`src/rtl/axil_pkg.sv`:
```
// rtl/axil_pkg.sv - response codes, FSM state types and width helpers for the AXI4-Lite register file
package axil_pkg;

    localparam logic [1:0] RESP_OKAY   = 2'b00;
    localparam logic [1:0] RESP_SLVERR = 2'b10;

    typedef enum logic [1:0] {IDLE, HAVE_AW, HAVE_W, RESP} wr_state_e;
    typedef enum logic {R_IDLE, R_RESP} rd_state_e;

    function automatic int strb_w(input int data_width);
        return data_width / 8;
    endfunction

    function automatic int addr_lsb(input int data_width);
        return $clog2(data_width / 8);
    endfunction

endpackage

```
`src/rtl/axil_wr_chan.sv`:
```
// rtl/axil_wr_chan.sv - AXI4-Lite write channel: AW/W latching in any order, decode, commit strobe, B response
module axil_wr_chan
    import axil_pkg::*;
#(
    parameter int ADDR_WIDTH = 32,
    parameter int DATA_WIDTH = 32,
    parameter int NUM_REGS   = 16,
    parameter logic [ADDR_WIDTH-1:0] BASE_ADDR = '0,
    localparam int IDX_W = (NUM_REGS > 1) ? $clog2(NUM_REGS) : 1
) (
    input  logic                    clk,
    input  logic                    rst_n,
    input  logic                    aw_valid,
    output logic                    aw_ready,
    input  logic [ADDR_WIDTH-1:0]   aw_addr,
    input  logic                    w_valid,
    output logic                    w_ready,
    input  logic [DATA_WIDTH-1:0]   w_data,
    input  logic [DATA_WIDTH/8-1:0] w_strb,
    output logic                    b_valid,
    input  logic                    b_ready,
    output logic [1:0]              b_resp,
    output logic                    commit,
    output logic [IDX_W-1:0]        commit_idx,
    output logic                    commit_hit,
    output logic [DATA_WIDTH-1:0]   commit_data,
    output logic [DATA_WIDTH/8-1:0] commit_strb
);

    localparam int STRB_W = strb_w(DATA_WIDTH);
    localparam int LSB    = addr_lsb(DATA_WIDTH);
    localparam logic [ADDR_WIDTH-1:0] NREG = ADDR_WIDTH'(NUM_REGS);

    wr_state_e               state;
    logic                    active;
    logic [ADDR_WIDTH-1:0]   aw_addr_q;
    logic [DATA_WIDTH-1:0]   w_data_q;
    logic [STRB_W-1:0]       w_strb_q;
    logic                    aw_hs;
    logic                    w_hs;
    logic [ADDR_WIDTH-1:0]   addr;
    logic [ADDR_WIDTH:0]     diff;
    logic [ADDR_WIDTH-1:0]   word;

    // active keeps the READYs low until the first edge after reset release
    assign aw_ready = active && (state == IDLE || state == HAVE_W);
    assign w_ready  = active && (state == IDLE || state == HAVE_AW);
    assign aw_hs    = aw_valid && aw_ready;
    assign w_hs     = w_valid && w_ready;
    assign b_valid  = (state == RESP);

    // Commit when both halves are present, whether just handshaken or already latched
    assign commit      = (aw_hs || state == HAVE_AW) && (w_hs || state == HAVE_W);
    assign addr        = aw_hs ? aw_addr : aw_addr_q;
    assign commit_data = w_hs ? w_data : w_data_q;
    assign commit_strb = w_hs ? w_strb : w_strb_q;

    // Borrow out of the subtraction flags addresses below the base
    assign diff       = {1'b0, addr} - {1'b0, BASE_ADDR};
    assign word       = diff[ADDR_WIDTH-1:0] >> LSB;
    assign commit_hit = !diff[ADDR_WIDTH] && (word < NREG);
    assign commit_idx = word[IDX_W-1:0];

    always_ff @(posedge clk or negedge rst_n) begin
        if (!rst_n) begin
            state     <= IDLE;
            active    <= 1'b0;
            aw_addr_q <= '0;
            w_data_q  <= '0;
            w_strb_q  <= '0;
            b_resp    <= RESP_OKAY;
        end else begin
            active <= 1'b1;
            if (aw_hs) aw_addr_q <= aw_addr;
            if (w_hs) begin
                w_data_q <= w_data;
                w_strb_q <= w_strb;
            end
            if (commit) b_resp <= commit_hit ? RESP_OKAY : RESP_SLVERR;
            case (state)
                IDLE: begin
                    if (commit)     state <= RESP;
                    else if (aw_hs) state <= HAVE_AW;
                    else if (w_hs)  state <= HAVE_W;
                end
                HAVE_AW, HAVE_W: if (commit) state <= RESP;
                RESP: if (b_ready) state <= IDLE;
                default: state <= IDLE;
            endcase
        end
    end

endmodule

```
`src/rtl/axil_regfile_slave.sv`:
```
// rtl/axil_regfile_slave.sv - AXI4-Lite slave with NUM_REGS byte-strobed registers and a read FSM
// Optional AXIL_REGFILE_WR_PULSE_EN adds a per-register one-cycle write pulse aligned to BVALID.
module axil_regfile_slave
    import axil_pkg::*;
#(
    parameter int ADDR_WIDTH = 32,
    parameter int DATA_WIDTH = 32,
    parameter int NUM_REGS   = 16,
    parameter logic [ADDR_WIDTH-1:0] BASE_ADDR = '0
) (
    input  logic                           ACLK,
    input  logic                           ARESETn,
    input  logic                           AWVALID,
    output logic                           AWREADY,
    input  logic [ADDR_WIDTH-1:0]          AWADDR,
    input  logic                           WVALID,
    output logic                           WREADY,
    input  logic [DATA_WIDTH-1:0]          WDATA,
    input  logic [DATA_WIDTH/8-1:0]        WSTRB,
    output logic                           BVALID,
    input  logic                           BREADY,
    output logic [1:0]                     BRESP,
    input  logic                           ARVALID,
    output logic                           ARREADY,
    input  logic [ADDR_WIDTH-1:0]          ARADDR,
    output logic                           RVALID,
    input  logic                           RREADY,
    output logic [DATA_WIDTH-1:0]          RDATA,
    output logic [1:0]                     RRESP,
    output logic [NUM_REGS*DATA_WIDTH-1:0] regs_q
`ifdef AXIL_REGFILE_WR_PULSE_EN
    ,
    output logic [NUM_REGS-1:0]            wr_pulse
`endif
);

    localparam int STRB_W = strb_w(DATA_WIDTH);
    localparam int LSB    = addr_lsb(DATA_WIDTH);
    localparam int IDX_W  = (NUM_REGS > 1) ? $clog2(NUM_REGS) : 1;
    localparam logic [ADDR_WIDTH-1:0] NREG = ADDR_WIDTH'(NUM_REGS);

    logic [DATA_WIDTH-1:0] regs [NUM_REGS];
    logic                  commit;
    logic [IDX_W-1:0]      commit_idx;
    logic                  commit_hit;
    logic [DATA_WIDTH-1:0] commit_data;
    logic [STRB_W-1:0]     commit_strb;

    axil_wr_chan #(
        .ADDR_WIDTH (ADDR_WIDTH),
        .DATA_WIDTH (DATA_WIDTH),
        .NUM_REGS   (NUM_REGS),
        .BASE_ADDR  (BASE_ADDR)
    ) u_wr_chan (
        .clk         (ACLK),
        .rst_n       (ARESETn),
        .aw_valid    (AWVALID),
        .aw_ready    (AWREADY),
        .aw_addr     (AWADDR),
        .w_valid     (WVALID),
        .w_ready     (WREADY),
        .w_data      (WDATA),
        .w_strb      (WSTRB),
        .b_valid     (BVALID),
        .b_ready     (BREADY),
        .b_resp      (BRESP),
        .commit      (commit),
        .commit_idx  (commit_idx),
        .commit_hit  (commit_hit),
        .commit_data (commit_data),
        .commit_strb (commit_strb)
    );

    always_ff @(posedge ACLK or negedge ARESETn) begin
        if (!ARESETn) begin
            for (int i = 0; i < NUM_REGS; i++) regs[i] <= '0;
        end else if (commit && commit_hit) begin
            for (int b = 0; b < STRB_W; b++) begin
                if (commit_strb[b]) regs[commit_idx][b*8 +: 8] <= commit_data[b*8 +: 8];
            end
        end
    end

    for (genvar i = 0; i < NUM_REGS; i++) begin : g_flat
        assign regs_q[i*DATA_WIDTH +: DATA_WIDTH] = regs[i];
    end

`ifdef AXIL_REGFILE_WR_PULSE_EN
    // Registered from the commit edge, so it lines up with BVALID rising
    always_ff @(posedge ACLK or negedge ARESETn) begin
        if (!ARESETn) begin
            wr_pulse <= '0;
        end else begin
            wr_pulse <= '0;
            if (commit && commit_hit) wr_pulse[commit_idx] <= 1'b1;
        end
    end
`endif

    rd_state_e             r_state;
    logic                  r_active;
    logic                  ar_hs;
    logic [ADDR_WIDTH:0]   ar_diff;
    logic [ADDR_WIDTH-1:0] ar_word;
    logic                  ar_hit;
    logic [IDX_W-1:0]      ar_idx;

    assign ARREADY = r_active && (r_state == R_IDLE);
    assign RVALID  = (r_state == R_RESP);
    assign ar_hs   = ARVALID && ARREADY;
    assign ar_diff = {1'b0, ARADDR} - {1'b0, BASE_ADDR};
    assign ar_word = ar_diff[ADDR_WIDTH-1:0] >> LSB;
    assign ar_hit  = !ar_diff[ADDR_WIDTH] && (ar_word < NREG);
    assign ar_idx  = ar_word[IDX_W-1:0];

    // Non-blocking sample of regs gives the pre-write value on a same-edge collision
    always_ff @(posedge ACLK or negedge ARESETn) begin
        if (!ARESETn) begin
            r_state  <= R_IDLE;
            r_active <= 1'b0;
            RDATA    <= '0;
            RRESP    <= RESP_OKAY;
        end else begin
            r_active <= 1'b1;
            case (r_state)
                R_IDLE: begin
                    if (ar_hs) begin
                        r_state <= R_RESP;
                        RDATA   <= ar_hit ? regs[ar_idx] : '0;
                        RRESP   <= ar_hit ? RESP_OKAY : RESP_SLVERR;
                    end
                end
                R_RESP: if (RREADY) r_state <= R_IDLE;
                default: r_state <= R_IDLE;
            endcase
        end
    end

endmodule

```
`config.mk`:
```
export PLATFORM = sky130hd
export DESIGN_NAME = axil_regfile_slave
export DESIGN_NICKNAME = d
export VERILOG_FILES = /design/src/rtl/axil_pkg.sv /design/src/rtl/axil_wr_chan.sv /design/src/rtl/axil_regfile_slave.sv
export SDC_FILE = /design/constraint.sdc
export NUM_CORES = 1
export LEC_CHECK = 0
export ABC_AREA = 0
export ABC_CLOCK_PERIOD_IN_PS = 3200
export CAP_MARGIN = 20
export CELL_PAD_IN_SITES_DETAIL_PLACEMENT = 1
export CELL_PAD_IN_SITES_GLOBAL_PLACEMENT = 2
export CORE_ASPECT_RATIO = 1.4
export CORE_MARGIN = 2
export CORE_UTILIZATION = 36
export CTS_BUF_LIST = sky130_fd_sc_hd__clkbuf_8
export DETAILED_ROUTE_END_ITERATION = 8
export GPL_TIMING_DRIVEN = 0
export PLACE_DENSITY_LB_ADDON = 0.1
export SETUP_SLACK_MARGIN = 0.05
export SLEW_MARGIN = 0
export SYNTH_ARGS = -nofsm -noshare
export SYNTH_HDL_FRONTEND = slang
export SYNTH_SLANG_ARGS = --single-unit
```
`constraint.sdc`:
```
create_clock -name ACLK -period 3.2 [get_ports ACLK]
set_input_delay 0.64 -clock ACLK [delete_from_list [all_inputs] [get_ports ACLK]]
set_output_delay 0.64 -clock ACLK [all_outputs]
set_load 0.01 [all_outputs]
```
-- Word-level counts from Yosys, hierarchy flattened
Cells that the tools add are included.
- input bits: 107
- logic and storage cells: 94
- register bits after elaboration: 620
- output and inout bits: 553
- mux-type cells: 37
- bitwise gates (word level): 3
- reductions and logical operators: 17
- equality and inequality tests: 6
- magnitude comparators: 5
- operator list (operator ; count):
    $mux W512 ; 7
    $bwmux W512 ; 4
    $demux W32 S4 ; 4
    $mux W32 ; 6
    $bmux W32 S4 ; 1
    $lt A30 B5 Y1 const B ; 2
    $mux W24 ; 1
    $mux W16 ; 1
    $mux W2 ; 7
    $ge A5 B5 Y1 const B ; 2
    $not A4 Y5 ; 2
    $logic_and A1 B1 Y1 ; 9
    $mux W8 ; 1
    $pmux W2 S3 ; 1
    $lt A5 B1 Y1 const B ; 1
    $eq A2 B2 Y1 const B ; 2
    $logic_or A1 B1 Y1 ; 4
    $mux W4 ; 1
    $ne A4 B2 Y1 const B ; 1
    $reduce_and A3 Y1 ; 1
    $eq A2 B1 Y1 const B ; 1
    $logic_not A2 Y1 ; 1
    $mux W1 ; 2
    $ne A2 B1 Y1 const B ; 1
    5 further kinds ; 5

-- Depth between registers and ports, before layout
- depth in word-level cells: 21
- depth in mapped cells: 11
- mapped depth without buffers: 8

-- Cells and area by module
From an unflattened synthesis, not the netlist that was laid out.
- cells, all modules: 1730
- area total of the unflattened synthesis: 27132.3 um^2
- by module, submodules not included (module ; seq. area each (um^2) ; instances ; area each (um^2) ; cells each):
    axil_regfile_slave ; 13688.1 ; 1 ; 24170.7 ; 1524
    axil_wr_chan ; 1751.7 ; 1 ; 2961.6 ; 206

-- Worst setup path after synthesis
No wires, ideal clock.
- path type: input to register
- start point: input ARADDR[2]
- end point: register RDATA[10]
- buffers on the path: 2
- data required time: 3.067 ns
- path slack: 0.616 ns
- stages: 6
- setup time: 0.133 ns
- data arrival time: 2.451 ns
- cell sequence: buf_2 buf_1 mux4_2 mux4_2 inv_1 o21ai_0
- word-level cells in the longest chain between the ends: 5
- elaborated cells on any way between the ends: 6
- those cells by class: order compare (1); mux (4); bitwise (1)
- RTL lines (what ; line ; text):
    start: declaration ; axil_regfile_slave.sv:25 ; input logic [ADDR_WIDTH-1:0] ARADDR,
    branches (longest 4 deep; another with $lt A30 B5 Y1) ; -- ;
    $mux W32 * ; axil_regfile_slave.sv:129 ; RDATA <= ar_hit ? regs[ar_idx] : '0;
    end signal: assignment ; axil_regfile_slave.sv:129 ;
    end: declaration ; axil_regfile_slave.sv:28 ; output logic [DATA_WIDTH-1:0] RDATA,
Mark *: on every way between the ends. The select of a mux whose other input is x is not followed.
A chain may end at the register's enable or synchronous reset.

-- Worst setup path after layout
- start point: register u_wr_chan.state[0]
- end point: register regs (netlist bit regs_q[427])
- word-level cells in the longest chain between the ends: 18
- elaborated cells on any way between the ends: 37
- those cells by class: order compare (3); eq/ne (2); mux (19); bitwise (1); reduce/logical (12)
- RTL lines (what ; line ; text):
    start: declaration ; axil_wr_chan.sv:34 ; wr_state_e state;
    start signal: assignment ; axil_wr_chan.sv:66 ; state <= IDLE;
    start signal: assignment ; axil_wr_chan.sv:82 ; if (commit) state <= RESP;
    start signal: assignment ; axil_wr_chan.sv:83 ; else if (aw_hs) state <= HAVE_AW;
    $eq A2 B2 Y1 or $logic_not A2 Y1 (tied branches) ; axil_wr_chan.sv:46, axil_wr_chan.sv:53, axil_wr_chan.sv:47 ;
    $logic_or A1 B1 Y1 ; axil_wr_chan.sv:46 ; assign aw_ready = active && (state == IDLE || state == HAVE_W);
    $logic_and A1 B1 Y1 ; axil_wr_chan.sv:46 ;
    $logic_and A1 B1 Y1 ; axil_wr_chan.sv:48 ; assign aw_hs = aw_valid && aw_ready;
    $mux W32 ; axil_wr_chan.sv:54 ; assign addr = aw_hs ? aw_addr : aw_addr_q;
    $not A4 Y5 (not written as such) ; axil_regfile_slave.sv:79 ; if (commit_strb[b]) regs[commit_idx][b*8 +: 8] <= commit_data[b*8 +: 8];
    $ge A5 B5 Y1 (not written as such) (tied with other cells) ; axil_regfile_slave.sv:79 ;
    $logic_and A1 B1 Y1 (not written as such) or $bwmux W512 (tied branches) ; axil_regfile_slave.sv:79 ;
    [2 not listed] ; -- ;
    $bwmux W512 ; axil_regfile_slave.sv:79 ;
    $mux W512 ; axil_regfile_slave.sv:79 ;
    $mux W512 ; axil_regfile_slave.sv:77 ; end else if (commit && commit_hit) begin
    $bwmux W512 ; axil_regfile_slave.sv:79 ;
    $mux W512 ; axil_regfile_slave.sv:79 ;
    $mux W512 ; axil_regfile_slave.sv:77 ;
    $bwmux W512 ; axil_regfile_slave.sv:79 ;
    $mux W512 ; axil_regfile_slave.sv:79 ;
    end signal: indexed assignment ; axil_regfile_slave.sv:79 ;
    end: declaration ; axil_regfile_slave.sv:42 ; logic [DATA_WIDTH-1:0] regs [NUM_REGS];
Parallel ways exist; a longest one is shown, timed or not. The select of a mux whose other input is x is not followed.

==> reports/qor.yml <==
end_kind: "register"
synth_top_family_by_area: "multiplexers"
hold_path.class: "input port to register"
globalRouteTotalUtil_pct: 29.7
synthCells: 1800
drt-pass1-iter-count: 5
grt_pass1_wl_mm: 167
async_flop_share_pct: 100
post-dp-hpwl_mm: 86.6
synth.area.top_cells: "dfrtp_1 (55%), mux2_2 (21%), mux4_2 (13%)"
synth_seq_area_share_pct: 54.7
rsz0062_at_grt: "false"
crit_fanout: 8
power_switching_mw: 6.18
outcome: "finished clean"
htreeDepth: 3
synthMuxAreaShare_pct: 34.9
cts_sinks: 616
hold_violations: 0
fmax_mhz: 329
cp.buffers_inverters: 3
core_area_mm2: 0.0777
max_slew.worst_pin.slew_ns: 1.25
num_vias: 19900
place_congestion: 0.827
io_pins: 660
postSynthAreaPerCell_um2: 15.7
path_class: "register to register"
clkSlewWorstSetupHoldPaths_ns: 0.06
synth_enable_flop_cells: 0
final_area_mm2: 0.0394
synth_simple_gate_area_share_pct: 6.26
drtIter0Drc: 1122
die_area_mm2: 0.0806
instances_no_fill: 3740
finalWirelength_mm: 119
nNetsFinal: 2717
placed_cell_area_mm2: 0.0364
register_area_mm2: 0.0154
slew_headroom_pct: 16.6
peakVddDrop_v: 0.000314
required_ns: 3.81
synth_top_cell_area_share_pct: 54.7
clk_latency_ns: 0.76
finalCritPeriodShare_pct: 94.9
internal_power_mw: 13.4
crit_chain: "inv_1, ha_1, buf_2, o211ai_4, buf_4, mux2_2, nor2_2, nand3_2, mux2_2"
path_delay_family: "multiplexers"
vias_per_cell: 5.32
grt_pass1_vias: 22100
cts_buffers: 102
synth_area_mm2: 0.0282
fin_crit_ns: 3.04
overflow: 0
die_y_um: 335
multi_input_area_mm2: 0.0124
std_cell_rows: 121
setup_tns_ns: 0
synth_cell_types: 49
crit_path_start_kind: "register"
ant_nets: 0
finalSetupViolCount: 0
synth_largest_area_cell: "dfrtp_1"
fin_skew_ns: 0.0300
cts_tree: "built"
synthFlopType: "dfrtp_1"
whs_ns: 0.453
critPathMaxStageDelay_ns: 0.45
area_delta_synth_final_pct: 39.6
p_seq_share_pct: 42.8
max-clock-path-buffers: 3
total_power_mw: 19.6
p_sw_share_pct: 31.5
antenna_found_initial: 18
io_buffers: 650
synth_xor_area_share_pct: 0
slew_viol_final: 0
synth_fa_ha_area_share_pct: 0.222
crit_top_cell: "mux2_2"
placedCellCount: 3517
fill_cells: 7680
synth_compound_area_share_pct: 1.62
power_density_mw_per_mm2: 499
power_frac_clock_pct: 38.7
ys_ff_latch: 616
grt_max_degree: 122
drc: 0
start_util_pct: 36.3
root_buffer: "clkbuf_8"
max_cap_viol_count: 0
crit_slowest_cell: "nand3_2"
dieWidth_um: 240
pwr-share-comb_pct: 18.4
routedWlPerCell_um: 31.8
ys_warn_count: 0
drive_gt1_share_pct: 38.4
p_leak_nw: 17.8
worstPathArrival_ns: 3.65
[final timing paths]
path                                            to  cells after the start  slack (ns)          startpoint
max in group asynchronous              regs_q[340]                      5        0.62             ARESETn
hold / removal             u_wr_chan.aw_addr_q[28]                      3        0.45          AWADDR[28]
setup / recovery                       regs_q[427]                      9        0.16  u_wr_chan.state[0]
min in group asynchronous              regs_q[131]                      2        0.46             ARESETn
hold reg to reg                           RDATA[3]                      2        0.48            RDATA[3]
setup reg to reg                       regs_q[427]                      9        0.16  u_wr_chan.state[0]
[cells by family after synthesis]
kind of cell | count (synthesis)
adders and majority gates | 5
other | 2
AOI/OAI and AO/OA | 65
buffers and inverters | 145
muxes | 715
and+or+nand+nor | 252
DFF | 616
[cells in the final DEF, fill, tap and decap left out, types with 5 or more instances in the layout]
master           Yosys  final
and3_1               5      5
buf_1               11     10
buf_12               0     16
buf_16               0      7
buf_2               24     20
buf_4                9     17
buf_6                4     14
buf_8                0     14
bufinv_16            0      7
clkbuf_1            55     53
clkbuf_8             0    129
clkdlybuf4s50_1      0    647
clkinv_2             0      9
dfrtp_1            616    616
diode_2              0      8
inv_1               42     75
mux2_1              12     12
mux2_2             533    533
mux2i_1             10      7
mux4_2             160    160
nand2_1            128    128
nand3_2              9      7
nand3_4             31     43
nor2_1              16      5
nor2_2               0     11
nor2b_1              9      9
nor3_1               6      6
nor3_4              12     12
nor4_1              14     14
o21ai_0             33     33
[what timing repair did]
action,in CTS,in global routing
endpoints found under the setup margin,532,441
hold buffers,1,0
resized for setup,49,15
pin swaps,18,4
setup buffers,22,6
endpoints found under the hold margin,85,0
cloned,0,0
[power groups by stage]
stage	logic, mW	clock network [mW]	registers, mW
after floorplan	2.01	0	8.48
after global placement	3.27	0	8.56
after detailed placement	3.47	0	8.54
after CTS	3.57	7.78	8.41
after global routing	3.92	8.13	8.45
final	3.61	7.61	8.41
[worst reg2reg max path, stage by stage, from the launching register on]
cell and delay, ns:
dfrtp_1 0.40, inv_1 0.10, ha_1 0.19, buf_2 0.17, o211ai_4 0.21, buf_4 0.19
mux2_2 0.41, nor2_2 0.35, nand3_2 0.45, mux2_2 0.43
[per-layer routing]
layer	part of all wire, %	vias to the layer above	wire length [µm]	track usage [%]
li1	-	8319	-	-
met1	39	10700	45900	35.0
met2	51	705	60700	51.4
met3	6.7	215	7960	7.88
met4	3.6	18	4340	11.1
met5	0.10	-	123	0
[synthesized netlist by cell type, types with 2 or more instances]
cell and instances:
dfrtp_1 616, mux2_2 533, mux4_2 160, nand2_1 128, clkbuf_1 55, inv_1 42
o21ai_0 33, nand3_4 31, buf_2 24, nor2_1 16, nor4_1 14, mux2_1 12
nand3_1 12, nor3_4 12, buf_1 11, mux2i_1 10, buf_4 9, nand3_2 9
nor2b_1 9, nor3_1 6, and3_1 5, ha_1 5, buf_6 4, nor4_4 4
a211oi_2 3, nand4_1 3, o211ai_2 3, o21bai_1 3, a21oi_1 2, a31oi_1 2
conb_1 2, o211ai_1 2, o21a_1 2, o22a_1 2, or4_1 2
[cell type report]
| class | instances | area share, % |
|---|---|---|
| clock buffers | 129 | 4.51 |
| plain buffers | 102 | 1.33 |
| flip-flops and latches | 616 | 39.2 |
| diodes | 8 | 0.0509 |
| well taps | 1045 | 3.32 |
| multi-input cells | 1040 | 31.4 |
| repair buffers | 701 | 18.7 |
| clock inverters | 57 | 1.14 |
| inverters | 42 | 0.401 |
[per-stage QoR]
step	setup WS, ns	utilization, %
after floorplan	0.616	-
after global placement	-26.18	46.4
after detailed placement	-0.693	46.9
after CTS	0.0195	50.5
after global routing	0.0316	50.7
final	0.164	50.7
[registers in the layout (all words and copies together), names as in the netlist]
name and flops:
RDATA 32, RRESP 1, RVALID 1, regs_q 512, u_wr_chan.active 1, u_wr_chan.aw_addr_q 30
u_wr_chan.b_resp 1, u_wr_chan.state 2, u_wr_chan.w_data_q 32, u_wr_chan.w_strb_q 4
No activity file was read; power rests on OpenSTA's default activity.
